<file path="config.mk">
export PLATFORM = sky130hd
export DESIGN_NAME = ex_mem_stage
export DESIGN_NICKNAME = d
export VERILOG_FILES = /design/src/rtl/ex_mem_stage.sv
export SDC_FILE = /design/constraint.sdc
export NUM_CORES = 1
export LEC_CHECK = 0
export BUFFER_PORTS_ARGS = -buffer_cell sky130_fd_sc_hd__buf_2
export CORE_ASPECT_RATIO = 1.25
export CORE_UTILIZATION = 40
export CTS_BUF_LIST = sky130_fd_sc_hd__clkbuf_16
export CTS_CLUSTER_SIZE = 14
export DETAILED_ROUTE_END_ITERATION = 8
export GPL_TIMING_DRIVEN = 0
export PLACE_DENSITY = 0.71
export SLEW_MARGIN = 20
export SYNTH_ARGS = -nofsm -noshare
export SYNTH_HDL_FRONTEND = slang
export SYNTH_SLANG_ARGS = --single-unit
export TNS_END_PERCENT = 20
</file>
<file path="constraint.sdc">
create_clock -name clock -period 7.7 [get_ports clock]
set_input_delay 0.77 -clock clock [delete_from_list [all_inputs] [get_ports clock]]
set_output_delay 0.77 -clock clock [all_outputs]
set_load 0.005 [all_outputs]
</file>
<file path="src/rtl/ex_mem_stage.sv">
// EX stage with EX/MEM pipeline register: operand forwarding, ALU, branch target,
// and a registered output bundle with stall/flush/reset control.
module ex_mem_stage (
    input  logic        clock,
    input  logic        reset,
    input  logic        stall,
    input  logic        flush,
    input  logic        regDest,
    input  logic [1:0]  aluOp,
    input  logic        aluSrc,
    input  logic [2:0]  memControlIdEx,
    input  logic [1:0]  wbControlIdEx,
    input  logic [31:0] readData1,
    input  logic [31:0] readData2,
    input  logic [31:0] signExtendWire,
    input  logic [31:0] ifId,
    input  logic [4:0]  rd,
    input  logic [4:0]  rt,
    input  logic [4:0]  rs,
    input  logic        memWbRegWrite,
    input  logic [4:0]  memWbRd,
    input  logic [31:0] memWbData,
    output logic [31:0] aluResult,
    output logic [31:0] writeData,
    output logic [4:0]  writeReg,
    output logic        zero,
    output logic [31:0] branchTarget,
    output logic [2:0]  memControlExMem,
    output logic [1:0]  wbControlExMem
);

    logic [31:0] fwdA;
    logic [31:0] fwdB;
    logic [31:0] opB;
    logic [31:0] aluOut;
    logic [31:0] targetNext;
    logic [4:0]  destNext;
    logic        exMemWrites;

    // The held EX/MEM entry is the youngest producer, so it outranks MEM/WB.
    assign exMemWrites = wbControlExMem[1] && (writeReg != 5'd0);

    always_comb begin
        fwdA = readData1;
        if (exMemWrites && (writeReg == rs))
            fwdA = aluResult;
        else if (memWbRegWrite && (memWbRd != 5'd0) && (memWbRd == rs))
            fwdA = memWbData;

        fwdB = readData2;
        if (exMemWrites && (writeReg == rt))
            fwdB = aluResult;
        else if (memWbRegWrite && (memWbRd != 5'd0) && (memWbRd == rt))
            fwdB = memWbData;
    end

    assign opB        = aluSrc ? signExtendWire : fwdB;
    assign destNext   = regDest ? rd : rt;
    assign targetNext = ifId + {signExtendWire[29:0], 2'b00};

    always_comb begin
        aluOut = 32'd0;
        case (aluOp)
            2'b00: aluOut = fwdA + opB;
            2'b01: aluOut = fwdA - opB;
            2'b11: aluOut = fwdA & opB;
            2'b10: begin
                case (signExtendWire[5:0])
                    6'h20:   aluOut = fwdA + opB;
                    6'h22:   aluOut = fwdA - opB;
                    6'h24:   aluOut = fwdA & opB;
                    6'h25:   aluOut = fwdA | opB;
                    6'h27:   aluOut = ~(fwdA | opB);
                    6'h2A:   aluOut = {31'd0, ($signed(fwdA) < $signed(opB))};
                    default: aluOut = 32'd0;
                endcase
            end
            default: aluOut = 32'd0;
        endcase
    end

    always_ff @(posedge clock) begin
        if (reset || flush) begin
            aluResult       <= 32'd0;
            writeData       <= 32'd0;
            writeReg        <= 5'd0;
            zero            <= 1'b0;
            branchTarget    <= 32'd0;
            memControlExMem <= 3'd0;
            wbControlExMem  <= 2'd0;
        end else if (!stall) begin
            aluResult       <= aluOut;
            writeData       <= fwdB;
            writeReg        <= destNext;
            zero            <= (aluOut == 32'd0);
            branchTarget    <= targetNext;
            memControlExMem <= memControlIdEx;
            wbControlExMem  <= wbControlIdEx;
        end
    end

endmodule

</file>
[Word-level counts from Yosys, hierarchy flattened]
Index checks and enable logic that the tools add are counted.
Storage, ports and cells
  word-level logic and storage cells: 46
  output and inout port bits: 107
  input bits: 194
  flip-flop bits (word level): 107
Operators by class
  equal/unequal tests: 13
  add/sub/neg operators: 3
  multiplexer cells: 8
  reductions and logical operators: 11
  magnitude comparators: 1
  bitwise operators: 3
Operators by type and width (number)
  $pmux 32 s6: 1
  $mux 32: 5
  $pmux 32 s4: 1
  $add 32x32->32: 2
  $eq 6x6->1 const B: 6
  $and 32x32->32: 1
  $logic_not 32->1: 1
  $lt 32x32->1: 1
  $not 32->32: 1
  $or 32x32->32: 1
  $sub 32x32->32: 1
  $eq 5x5->1: 4
  $reduce_bool 5->1: 2
  $logic_and 1x1->1: 6
  $mux 5: 1
  $eq 2x2->1 const B: 2
  $eq 2x1->1 const B: 1
  $logic_not 2->1: 1
  $logic_or 1x1->1: 1

[Depth between registers and ports, before layout]
  word-level depth: 11
  mapped depth: 27
  gate-level depth less buffers: 25

[Least setup slack after synthesis]
OpenSTA, ideal clock, no wires.
  path kind: input to register
  from: in memWbRd[3]
  to: reg zero
  setup slack: 1.449 ns
  stages on the path: 25
  buffers on the path: 2
  data arrival time: 6.190 ns
  library setup time: 0.061 ns
  required time: 7.639 ns
  cell sequence: xor2_1 > or4b_2 > clkbuf_1 > nor2_1 > clkbuf_1 > mux2i_1 > o21ai_0 > mux2i_1 > ha_1 > inv_1 > a21oi_1 > nor2_1 > or2_2 > nor2_1 > a2111oi_1 > o21ai_1 > o2111ai_1 > nand2_1 > o31ai_2 > a41oi_1 > xor2_1 > o22a_1 > nor4_1 > and4b_1 > a32o_1
Between the ends
  longest elaborated chain between the ends: 11
RTL lines
  start, declared: line 21  | input logic [4:0] memWbRd,
  branches (longest 9 deep; another with $sub 32x32->32)
  $pmux 32 s4 (*): line 63  | case (aluOp)
  $logic_not 32->1 (*): line 95  | zero <= (aluOut == 32'd0);
  end signal, assigned: line 95
  end, declared: line 26  | output logic zero,
Mark *: on every way between the ends.
A chain may end at the register's enable or synchronous reset.

[Worst setup path in the final report]
  from: in rt[3]
  to: reg zero
Between the ends
  longest elaborated chain between the ends: 10
RTL lines
  start, declared: line 18  | input logic [4:0] rt,
  $eq 5x5->1: line 53  | else if (memWbRegWrite && (memWbRd != 5'd0) && (memWbRd == rt))
  $logic_and 1x1->1: line 53
  $mux 32: line 53
  $mux 32 (*): line 51  | if (exMemWrites && (writeReg == rt))
  $mux 32 (*): line 57  | assign opB = aluSrc ? signExtendWire : fwdB;
  branches (longest 3 deep; another with $sub 32x32->32)
  $pmux 32 s4 (*): line 63
  $logic_not 32->1 (*): line 95
Marked as above.

==> results.toml <==
[drt]
num_vias = 15130
drcViolationCount = 0
wl_per_cell_microns = 23.53
firstDrtPassIters = 7
vias_per_cell = 6.100
ant_nets = 0
drtIter0Drc = 1558
finalWirelength_microns = 58360

[placed_design]
io_buffers = 296
place.gp.congestion = 1.026
dp_hpwl_microns = 48420
dp_slack_ns = -0.4943
dpl.cell_count = 2463

[synthesis]
ys_ff_latch = 107
ys_types = 99
yosysTopAreaCellShare_pct = 16.48
synthArstFlopShare_pct = 0
synth_top_flop_cell = "dfxtp_1"
syn-num-nets = 2081
synth-edff-count = 0
syn-cell-area_sq_um = 13000
synthTopCellsByArea = "dfxtp_1 16%, ha_1 13%, mux2i_1 10%"
yosysMostFrequentCell = "nor2_1"
synth_top_area_cell = "dfxtp_1"
synth_commonest_cells = "190 x nor2_1, 174 x nand2_1, 137 x a21oi_1"
synth_cells = 1755
syn_avg_cell_area_sq_um = 7.408
ys_warn_count = 0
ys_seq_area_share_pct = 16.48

[floorplan]
start_util_pct = 40.79
core_area_sq_um = 31880
rows = 73
io_pins = 301
fp.dieArea_sq_um = 33230
chipHeight_microns = 203.6
die_w_microns = 163.3

[clock_tree]
cts.repair.resized = 2
cts_num_sinks = 107
clockBufferDepth = 2
insertion_delay_ns = 0.36
post_cts_buffers = 0
path_clk_slew_ns = 0.07
htreeDepth = 3
cts-root-buf = "clkbuf_16"
numCtsBuffers = 9
cts_tree = "done"
cts_hold_buffers = 0

[power_and_ir_drop]
clkPwrFrac_pct = 20.3
seq_power_share_pct = 28.6
switchingPower_mw = 0.9049
comb_power_share_pct = 51.1
leakage_nw = 6.764
ir_drop_mv = 0.1211
p_total_mw = 2.106
switching_share_pct = 42.98
intPower_mw = 1.201
power.density_nw_per_um2 = 137.8

[worst_hold_path]
hold_path_end = "writeData[2]"
hold_depth = 2
hold_path_class = "flip-flop to flip-flop"
hold_start = "writeData[2]"

[layout]
stdcell_count = 2480
drive_gt1_share_pct = 17.56
area_growth_pct = 17.56
nets = 2388

[sta]
rsz0062_at_grt = "no"
fin_skew_ns = 0.007236
post-route-min-period_ns = 7.490
slew_violations = 0
tightest_slew_ns = 1.089
min_period_over_period_pct = 97.27
max_freq_ghz = 0.1335
max-slew-margin-rel_pct = 27.43
hold_viol_final = 0
setup_viol = 0
finalSetupTns_ns = 0
setup_ws_ns = 0.2101
timing.hold.ws_ns = 0.4666

[setup_path]
path_delay_family = "simple AND/OR/NAND/NOR gates"
cp.required_ns = 8.00
cp-start-kind = "input pin"
path_max_fanout = 8
cp.buffers_inverters = 3
cp_slowest_stage_delay_ns = 0.79
critPathCaptureType = "flip-flop"
reg2reg_slack_ns = 0.26
ff2ff_path_depth = 27
r2r_end = "zero"
r2r-start = "writeReg[3]"
worstSetupPathType = "input pin to flip-flop"
cp.arrival_ns = 7.79
cp_slowest_cell = "a221oi_1"

[grt]
grt_remaining_overflow = 0
grt_pass1_vias = 14320
grt_max_degree = 16
grt_pass1_wl_microns = 85070
gr-usage-all-layers_pct = 34.14
antenna_found_initial = 1

[outcome]
status = "finished, final reports clean"

[run]
cap_violations = 0
[tightest hold or removal path, cell delays in order, from the launching register on]
cell     delay [ns]
dfxtp_1        0.31
nand2_1        0.06
a21oi_1        0.05
[layout make-up]
type                            count  area, sq um
Fill cell                        3222        16590
Multi-Input combinational cell   1459        10160
Sequential cell                   107         2142
Timing Repair Buffer              296         1481
Tap cell                          412        515.5
Inverter                          109        409.1
Buffer                             80        316.6
Clock buffer                        9        225.2
Clock inverter                      7        27.53
Antenna cell                        1        2.502
[how the worst max path moves through the flow]
stage / slack [ns] / start / cells past startpoint / endpoint
after detailed placement: -0.49 / memWbRd[3] / 26 / zero
after global placement: -0.81 / memWbRd[3] / 26 / zero
after CTS: 0.14 / memWbRd[3] / 26 / zero
after floorplan: 1.45 / memWbRd[3] / 25 / zero
final: 0.21 / rt[3] / 26 / zero
after global routing: 0.02 / writeReg[3] / 27 / zero
[metrics by stage]
stage          utilization, %  area [sq um]
6_report                47.95         15280
3_3_place_gp            47.05         15000
4_1_cts                 47.90         15270
2_1_floorplan               -         13000
3_5_place_dp            47.10         15010
5_1_grt                 47.95         15280
[kinds of logic after synthesis]
group / synth area share, %
adders and majority gates: 12.82
buffers and inverters: 5.553
and+or+nand+nor: 19.36
AOI/OAI and AO/OA: 27.27
muxes: 10.52
DFF: 16.48
xor gates and xnor gates: 7.997
[sequential cells by signal (all words and copies together), names as in the netlist]
register / flops
zero: 1
memControlExMem: 3
branchTarget: 32
writeData: 32
aluResult: 32
writeReg: 5
wbControlExMem: 2
[routing by layer]
metal | up-vias | part of all wire (%) | global-route usage [%]
met5 | - | 0 | 0
met4 | 0 | 5.9 | 20.06
met3 | 173 | 7.9 | 4.739
met2 | 833 | 47 | 56.95
met1 | 7182 | 39 | 41.44
li1 | 6941 | - | -
[power by group through the flow]
stage	Clock, mW	Combinational [mW]	Sequential [mW]
6_report	0.428	1.08	0.602
5_1_grt	0.450	1.15	0.603
4_1_cts	0.428	1.04	0.600
3_5_place_dp	0	1.04	0.613
3_3_place_gp	0	1.03	0.613
2_1_floorplan	0	0.694	0.609
[layout by cell type (no fill, tap or decap), types with 11 or more instances in the layout]
cell type	count
a22oi_1	16
a21oi_1	137
nor3_1	38
nor2_1	187
nand3_1	28
xor2_1	32
o21bai_1	13
mux2i_1	131
o21ai_1	15
o211ai_1	11
dfxtp_1	107
xnor2_1	83
o21a_1	32
nand2_1	174
buf_2	297
ha_1	130
o21ai_0	105
inv_1	109
a211oi_1	13
a31oi_1	26
nor2b_1	16
a21o_1	23
clkbuf_1	66
or3_1	11
(Power assumes the default switching activity.)
